[config.mk]
export PLATFORM = sky130hd
export DESIGN_NAME = knn_batch_sched_flat
export DESIGN_NICKNAME = d
export VERILOG_FILES = /design/src/rtl/knn_batch_sched_pkg.sv /design/src/rtl/knn_batch_sched_if.sv /design/src/rtl/knn_idx_cnt.sv /design/src/rtl/knn_batch_sched.sv /design/src/flat_wrapper.sv
export SDC_FILE = /design/constraint.sdc
export NUM_CORES = 1
export LEC_CHECK = 0
export BUFFER_PORTS_ARGS = -buffer_cell sky130_fd_sc_hd__buf_2
export CAP_MARGIN = 20
export CORE_MARGIN = 5
export CORE_UTILIZATION = 35
export DETAILED_ROUTE_END_ITERATION = 8
export MAX_ROUTING_LAYER = met4
export PLACE_DENSITY = 0.57
export SETUP_SLACK_MARGIN = 0.5
export SYNTH_ARGS = -nofsm -noshare
export SYNTH_HDL_FRONTEND = slang
export SYNTH_SLANG_ARGS = --single-unit
[constraint.sdc]
create_clock -name clk -period 5.8 [get_ports clk]
set_input_delay 0.29 -clock clk [delete_from_list [all_inputs] [get_ports clk]]
set_output_delay 0.29 -clock clk [all_outputs]
set_load 0.01 [all_outputs]
[src/rtl/knn_batch_sched_pkg.sv]
// Shared types and default sizes for the KNN batch sequencer.
package knn_batch_sched_pkg;

  localparam int TP_W_DEF   = 8;
  localparam int DP_W_DEF   = 10;
  localparam int NB_LAT_DEF = 2;
  localparam int TO_W_DEF   = 12;

  // Sequencer states, 3-bit encoding exposed on the debug state output.
  typedef enum logic [2:0] {
    ST_IDLE = 3'd0,
    ST_CLR  = 3'd1,
    ST_DIST = 3'd2,
    ST_INS  = 3'd3,
    ST_WAIT = 3'd4,
    ST_VOTE = 3'd5,
    ST_NEXT = 3'd6,
    ST_FIN  = 3'd7
  } state_e;

endpackage

[src/rtl/knn_batch_sched_if.sv]
// Bundle of host, distance-unit, neighbour-list and vote-unit signals around
// the KNN batch sequencer.
//
// Handshakes: dist_req and vote_req are held high until the matching ack is
// seen high at a rising edge while the request is high; the request drops in
// the following cycle. Acks arriving while the request is low are ignored.
// nb_clr, nb_ins, res_valid and done are single-cycle pulses with no reply.
interface knn_batch_sched_if
  import knn_batch_sched_pkg::*;
#(
  parameter int TP_W = TP_W_DEF,
  parameter int DP_W = DP_W_DEF
) ();
  logic            start;
  logic [TP_W-1:0] n_test;
  logic [DP_W-1:0] n_data;
  logic            busy;
  logic            done;
  logic [TP_W-1:0] test_idx;
  logic [DP_W-1:0] data_idx;
  logic            dist_req;
  logic            dist_ack;
  logic            nb_clr;
  logic            nb_ins;
  logic            vote_req;
  logic            vote_ack;
  logic            res_valid;
  logic            err;
  state_e          dbg_state;

  // Sequencer side.
  modport master (
    input  start, n_test, n_data, dist_ack, vote_ack,
    output busy, done, test_idx, data_idx, dist_req, nb_clr, nb_ins,
           vote_req, res_valid, err, dbg_state
  );

  // Host and datapath units side.
  modport slave (
    output start, n_test, n_data, dist_ack, vote_ack,
    input  busy, done, test_idx, data_idx, dist_req, nb_clr, nb_ins,
           vote_req, res_valid, err, dbg_state
  );
endinterface

[src/rtl/knn_idx_cnt.sv]
// Index counter: synchronous clear, increment, and an at-limit flag.
module knn_idx_cnt #(
  parameter int W = 8
) (
  input  logic         clk,
  input  logic         rst,
  input  logic         clr_i,
  input  logic         inc_i,
  input  logic [W-1:0] lim_i,
  output logic [W-1:0] idx_o,
  output logic         last_o
);
  logic [W-1:0] idx_q;

  // Index register; clear has priority over increment.
  always_ff @(posedge clk) begin
    if (!rst)       idx_q <= '0;
    else if (clr_i) idx_q <= '0;
    else if (inc_i) idx_q <= idx_q + W'(1);
  end

  assign idx_o  = idx_q;
  assign last_o = (idx_q == lim_i);
endmodule

[src/rtl/knn_batch_sched.sv]
// KNN batch sequencer: walks every (test point, data point) pair, driving
// the distance unit, neighbour list and vote unit in turn.
// Optional watchdog on the DIST/VOTE waits is built when KNN_TIMEOUT_EN is
// defined; otherwise err is tied low and no watchdog flops exist.
module knn_batch_sched
  import knn_batch_sched_pkg::*;
#(
  parameter int TP_W   = TP_W_DEF,
  parameter int DP_W   = DP_W_DEF,
  parameter int NB_LAT = NB_LAT_DEF
`ifdef KNN_TIMEOUT_EN
  , parameter int TO_W = TO_W_DEF
`endif
) (
  input logic               clk,
  input logic               rst,
  knn_batch_sched_if.master bus
);
  localparam int WC_W = (NB_LAT > 1) ? $clog2(NB_LAT) : 1;
  localparam logic [WC_W-1:0] WC_LOAD = WC_W'(NB_LAT - 1);

  state_e          state_q, state_d;
  logic [TP_W-1:0] n_test_q;
  logic [DP_W-1:0] n_data_q;
  logic [WC_W-1:0] wcnt_q;
  logic [TP_W-1:0] test_idx, test_lim;
  logic [DP_W-1:0] data_idx, data_lim;
  logic            test_last, data_last;
  logic            test_clr, test_inc, data_clr, data_inc;
  logic            accept;
  logic            timeout;
  logic            err_o_int;

  assign accept = (state_q == ST_IDLE) && bus.start;

  // FSM state register.
  always_ff @(posedge clk) begin
    if (!rst) state_q <= ST_IDLE;
    else      state_q <= state_d;
  end

  // FSM next-state logic; ack wins over a same-cycle watchdog expiry.
  always_comb begin
    state_d = state_q;
    case (state_q)
      ST_IDLE: if (bus.start)
                 state_d = (bus.n_test == '0 || bus.n_data == '0) ? ST_FIN : ST_CLR;
      ST_CLR:  state_d = ST_DIST;
      ST_DIST: if (bus.dist_ack) state_d = ST_INS;
               else if (timeout) state_d = ST_FIN;
      ST_INS:  state_d = ST_WAIT;
      ST_WAIT: if (wcnt_q == '0) state_d = data_last ? ST_VOTE : ST_DIST;
      ST_VOTE: if (bus.vote_ack) state_d = ST_NEXT;
               else if (timeout) state_d = ST_FIN;
      ST_NEXT: state_d = test_last ? ST_FIN : ST_CLR;
      ST_FIN:  state_d = ST_IDLE;
      default: state_d = ST_IDLE;
    endcase
  end

  // FSM outputs, decoded purely from the current state.
  always_comb begin
    bus.busy      = (state_q != ST_IDLE);
    bus.done      = (state_q == ST_FIN);
    bus.nb_clr    = (state_q == ST_CLR);
    bus.dist_req  = (state_q == ST_DIST);
    bus.nb_ins    = (state_q == ST_INS);
    bus.vote_req  = (state_q == ST_VOTE);
    bus.res_valid = (state_q == ST_NEXT);
    bus.dbg_state = state_q;
  end

  // Latch the batch dimensions when a start is accepted.
  always_ff @(posedge clk) begin
    if (!rst) begin
      n_test_q <= '0;
      n_data_q <= '0;
    end else if (accept) begin
      n_test_q <= bus.n_test;
      n_data_q <= bus.n_data;
    end
  end

  // Neighbour-list settle counter: loaded on insert, counts down in WAIT.
  always_ff @(posedge clk) begin
    if (!rst)                                  wcnt_q <= '0;
    else if (state_q == ST_INS)                wcnt_q <= WC_LOAD;
    else if (state_q == ST_WAIT && wcnt_q != '0) wcnt_q <= wcnt_q - WC_W'(1);
  end

  // Limits are count-1; a zero count never reaches these states.
  assign test_lim = n_test_q - TP_W'(1);
  assign data_lim = n_data_q - DP_W'(1);
  assign test_clr = (state_q == ST_FIN);
  assign test_inc = (state_q == ST_NEXT) && !test_last;
  assign data_clr = (state_q == ST_NEXT) || (state_q == ST_FIN);
  assign data_inc = (state_q == ST_WAIT) && (wcnt_q == '0) && !data_last;

  knn_idx_cnt #(.W(TP_W)) u_test_cnt (
    .clk    (clk),
    .rst    (rst),
    .clr_i  (test_clr),
    .inc_i  (test_inc),
    .lim_i  (test_lim),
    .idx_o  (test_idx),
    .last_o (test_last)
  );

  knn_idx_cnt #(.W(DP_W)) u_data_cnt (
    .clk    (clk),
    .rst    (rst),
    .clr_i  (data_clr),
    .inc_i  (data_inc),
    .lim_i  (data_lim),
    .idx_o  (data_idx),
    .last_o (data_last)
  );

  assign bus.test_idx = test_idx;
  assign bus.data_idx = data_idx;

`ifdef KNN_TIMEOUT_EN
  localparam logic [TO_W-1:0] WD_LAST = {TO_W{1'b1}} - TO_W'(1);
  logic [TO_W-1:0] wd_q;
  logic            err_q;
  logic            waiting;

  assign waiting = (state_q == ST_DIST && !bus.dist_ack) ||
                   (state_q == ST_VOTE && !bus.vote_ack);
  // Expires on the (2^TO_W-1)th unanswered cycle of a single wait.
  assign timeout = waiting && (wd_q == WD_LAST);

  // Watchdog: counts consecutive unanswered DIST/VOTE cycles.
  always_ff @(posedge clk) begin
    if (!rst)         wd_q <= '0;
    else if (waiting) wd_q <= wd_q + TO_W'(1);
    else              wd_q <= '0;
  end

  // Sticky error flag, cleared by reset or the next accepted start.
  always_ff @(posedge clk) begin
    if (!rst)         err_q <= 1'b0;
    else if (accept)  err_q <= 1'b0;
    else if (timeout) err_q <= 1'b1;
  end

  assign err_o_int = err_q;
`else
  assign timeout   = 1'b0;
  assign err_o_int = 1'b0;
`endif

  assign bus.err = err_o_int;
endmodule
[src/flat_wrapper.sv]
// flat-port wrapper written by rule: the top's interface ports become plain ports
module knn_batch_sched_flat import knn_batch_sched_pkg::*;
#(
  parameter int TP_W   = TP_W_DEF,
  parameter int DP_W   = DP_W_DEF,
  parameter int NB_LAT = NB_LAT_DEF

)
  (clk, rst, bus_start, bus_n_test, bus_n_data, bus_dist_ack, bus_vote_ack, bus_busy, bus_done, bus_test_idx, bus_data_idx, bus_dist_req, bus_nb_clr, bus_nb_ins, bus_vote_req, bus_res_valid, bus_err, bus_dbg_state);
  knn_batch_sched_if #(.TP_W(TP_W), .DP_W(DP_W)) bus_i ();
  input logic clk;
  input logic rst;
  input wire logic [$bits(bus_i.start)-1:0] bus_start;
  input wire logic [$bits(bus_i.n_test)-1:0] bus_n_test;
  input wire logic [$bits(bus_i.n_data)-1:0] bus_n_data;
  input wire logic [$bits(bus_i.dist_ack)-1:0] bus_dist_ack;
  input wire logic [$bits(bus_i.vote_ack)-1:0] bus_vote_ack;
  output wire logic [$bits(bus_i.busy)-1:0] bus_busy;
  output wire logic [$bits(bus_i.done)-1:0] bus_done;
  output wire logic [$bits(bus_i.test_idx)-1:0] bus_test_idx;
  output wire logic [$bits(bus_i.data_idx)-1:0] bus_data_idx;
  output wire logic [$bits(bus_i.dist_req)-1:0] bus_dist_req;
  output wire logic [$bits(bus_i.nb_clr)-1:0] bus_nb_clr;
  output wire logic [$bits(bus_i.nb_ins)-1:0] bus_nb_ins;
  output wire logic [$bits(bus_i.vote_req)-1:0] bus_vote_req;
  output wire logic [$bits(bus_i.res_valid)-1:0] bus_res_valid;
  output wire logic [$bits(bus_i.err)-1:0] bus_err;
  output wire logic [$bits(bus_i.dbg_state)-1:0] bus_dbg_state;
  assign bus_i.start = bus_start;
  assign bus_i.n_test = bus_n_test;
  assign bus_i.n_data = bus_n_data;
  assign bus_i.dist_ack = bus_dist_ack;
  assign bus_i.vote_ack = bus_vote_ack;
  assign bus_busy = bus_i.busy;
  assign bus_done = bus_i.done;
  assign bus_test_idx = bus_i.test_idx;
  assign bus_data_idx = bus_i.data_idx;
  assign bus_dist_req = bus_i.dist_req;
  assign bus_nb_clr = bus_i.nb_clr;
  assign bus_nb_ins = bus_i.nb_ins;
  assign bus_vote_req = bus_i.vote_req;
  assign bus_res_valid = bus_i.res_valid;
  assign bus_err = bus_i.err;
  assign bus_dbg_state = bus_i.dbg_state;
  knn_batch_sched #(.TP_W(TP_W), .DP_W(DP_W), .NB_LAT(NB_LAT)) u_core (.clk(clk), .rst(rst), .bus(bus_i));
endmodule
==> metrics.txt <==
status=finished, final reports clean; CTS tree=yes; row count=31; sw frac=between 40% and 50%; area of the core=7140 um^2; RSZ-0062 raised after global routing=no; CP Max Fanout=14; FMAX=between 0.3 and 0.4 GHz; Top FF cell, synth=dfxtp_1; initial antenna violation count=0; most numerous cell in the Yosys netlist=nand2_1; Adder-Cell Fraction of Synth Area=under 10%; dpl hpwl=about 4800 um; post_cts resized=0; Worst-path clk slew=roughly 0.090 ns; Post-CTS Hold Buffers=0; crit-path cells=inv_1 -> ha_1 -> o21ba_1 -> a221oi_1 -> a41oi_1 -> or3_1 -> o21ai_2 -> mux2i_1 -> nor2_1; peak supply drop=around 0.18 mV; Int Power=around 0.0006 W; DR top layer=met4; Tmin final=2.61 ns; Worst Setup SP=u_core.n_test_q[0]; flops & latches, synth=40; Startpoint Class=flip-flop; routed wl met3=about 360 um; drt first pass iters=4; syn_nets=341; Post-layout nets=roughly 380; final slew viol count=0; post-synth top area cell=dfxtp_1; ANT cells=0; Initial Util=35.3%; residual DRC count=0; CTS Root Cell=clkbuf_8; synth top area cells=dfxtp_1, nand2_1, xnor2_1, a21boi_0, nor2_1; port bufs=50; Detail Route Antenna Nets=0; combinational share of power=about two fifths; wire per inst=roughly 14 um; Syn-to-layout area delta=16.7%; register area share after synthesis=roughly a third; Async S/R FF share, synth=0%; Hold Startpoint=bus_n_test[2]; post-route clock period utilization=approximately 45%; vias per cell=5.13; clk_skew=0.00786 ns; # clock sinks=40; deepest clock path buffer count=2; Yosys cell types=60; Critical Path AT=2.80 ns; mapped cell area=around 2500 um^2; DRT iter0 DRCs=177; Post-CTS Setup Bufs=0; # IOs=between 50 and 60; CP Capture Type=flip-flop; final RePlAce weighted congestion=around 0.75; mean post-synth cell area=8.03 um^2; Post-synth EDFFs=0; simple-gate share of the synthesized area=approximately 27%; final core utilization=41.2%; Critical-path top delay cell=o21ai_2; met1 WL=2950 um; FF-to-FF Start=u_core.n_test_q[0]; Cells after Synth=314; Leak=1.15 nW; CP Class=flip-flop to flip-flop; layout cells sized above 1=20.7%; HP Class=input port to flip-flop; NetSw=~0.00041 W; CTS buffer count=5; Clock Power Share=between 20% and 30%; max cap viols=0; Seq pwr share=37.0%; first-pass GRT wire length=10,800 um; Setup Viol. Count Final=0; largest net degree at the start of global routing=25; Synth top cells by count=nand2_1, dfxtp_1, nor2_1; Worst Tran Pin Value=approximately 0.68 ns; vias in the first global route=about 2,300; pwr dens=348 nW/um^2; H-tree levels=2; Worst path max stage delay=roughly 0.46 ns; met2 wire length=between 3000 and 4000 um; Die H=~95 um; main combinational cell family by area after synthesis=simple AND/OR/NAND/NOR gates; grt ovf=0; compound-cell area share of the yosys netlist=24.8%; Fill cells=769; GRT Overall Usage=15.5%; Slew headroom=54.7%; die span in x=about 95 um; vias after detailed routing=2,346; Hold Fails Final Rpt=0; mux share of post-synthesis cell area=under 10%; Die ar.=approximately 9000 um^2; DRT Wirelength=6420 um; clk_lat worst skew=between 0.3 and 0.4 ns; top cell type's share of synthesized area=between 30% and 40%; Syn. warnings=0; CP required=5.99 ns; Total Neg Setup Slack=0 ns; xor-xnor portion of the synthesized cell area=about 8.7%
final timing paths:
check	endpoint	slack (ns)	cells after the start
setup reg to reg	u_core.u_test_cnt.idx_o[1]	3.19	9
setup / recovery	u_core.u_test_cnt.idx_o[1]	3.19	9
hold / removal	u_core.n_test_q[2]	0.23	3
hold reg to reg	u_core.n_test_q[7]	0.48	2
routing by layer:
layer | vias to the layer above | track usage, %
met1 | 1089 | 20.1
li1 | 1199 | -
met4 | 0 | 3.61
met3 | 6 | 3.98
met2 | 52 | 24.1
met5 | - | -
logic make-up (layout without fill, tap and decap cells):
family / count (synthesis) / after routing
AND/OR/NAND/NOR: 137 / 137
AO/OA/AOI/OAI: 79 / 79
flip-flops: 40 / 40
XOR/XNOR: 25 / 25
buffers and inverters: 25 / 69
adder cells (fa/ha/maj): 4 / 4
multiplexers: 3 / 3
other: 1 / 1
critical path, delay by kind of cell, from the launching register on:
family | cells | cell delay, ns
AOI/OAI and AO/OA | 4 | 1.01
and+or+nand+nor | 2 | 0.48
DFF | 1 | 0.43
adders and majority gates | 1 | 0.26
muxes | 1 | 0.24
buffers and inverters | 1 | 0.07
flip-flops by register name (all words and copies together) (netlist names):
name / count
u_core.bus.dbg_state: 3
u_core.u_test_cnt.idx_o: 8
u_core.n_test_q: 8
u_core.n_data_q: 10
u_core.wcnt_q: 1
u_core.u_data_cnt.idx_o: 10
through the flow:
step                      setup WS [ns]  hold slack (ns)  instances  power, W  instance area, um^2
final                              3.19            0.234        457   0.00102                 2940
after global routing               2.99            0.227        457   0.00110                 2940
after CTS                          3.17            0.223        457   0.00103                 2940
after detailed placement           3.20            0.480        449  0.000785                 2830
after global placement             3.31            0.469        449  0.000779                 2830
after floorplan                    3.58            0.435        314  0.000689                 2520
cell type report:
cell class | instances | area [um^2] | share of cell area, %
repair buffers | 50 | 250 | 8.51
well taps | 99 | 124 | 4.21
multi-input cells | 249 | 1610 | 54.7
flip-flops and latches | 40 | 801 | 27.2
clock inverters | 3 | 46.3 | 1.57
inverters | 11 | 41.3 | 1.40
clock buffers | 5 | 68.8 | 2.34
cell usage in the layout (no fill, tap or decap), drive strengths merged, types with 7 or more instances in the layout:
cell type	Yosys	layout
a21boi	20	20
a21oi	15	15
a31oi	7	7
buf	7	50
dfxtp	40	40
inv	11	12
nand2	56	56
nand3	13	13
nor2	22	22
nor3	7	7
o21ai	12	12
or4	7	7
xnor2	18	18
xor2	7	7
power groups by stage:
| stage | clock network, W | logic (W) | registers (W) |
|---|---|---|---|
| after global routing | 0.000264 | 0.000449 | 0.000390 |
| after CTS | 0.000251 | 0.000401 | 0.000380 |
| after floorplan | 0 | 0.000331 | 0.000358 |
| after detailed placement | 0 | 0.000399 | 0.000386 |
| final | 0.000245 | 0.000400 | 0.000379 |
| after global placement | 0 | 0.000394 | 0.000385 |
Power figures use the tool's default switching activity.
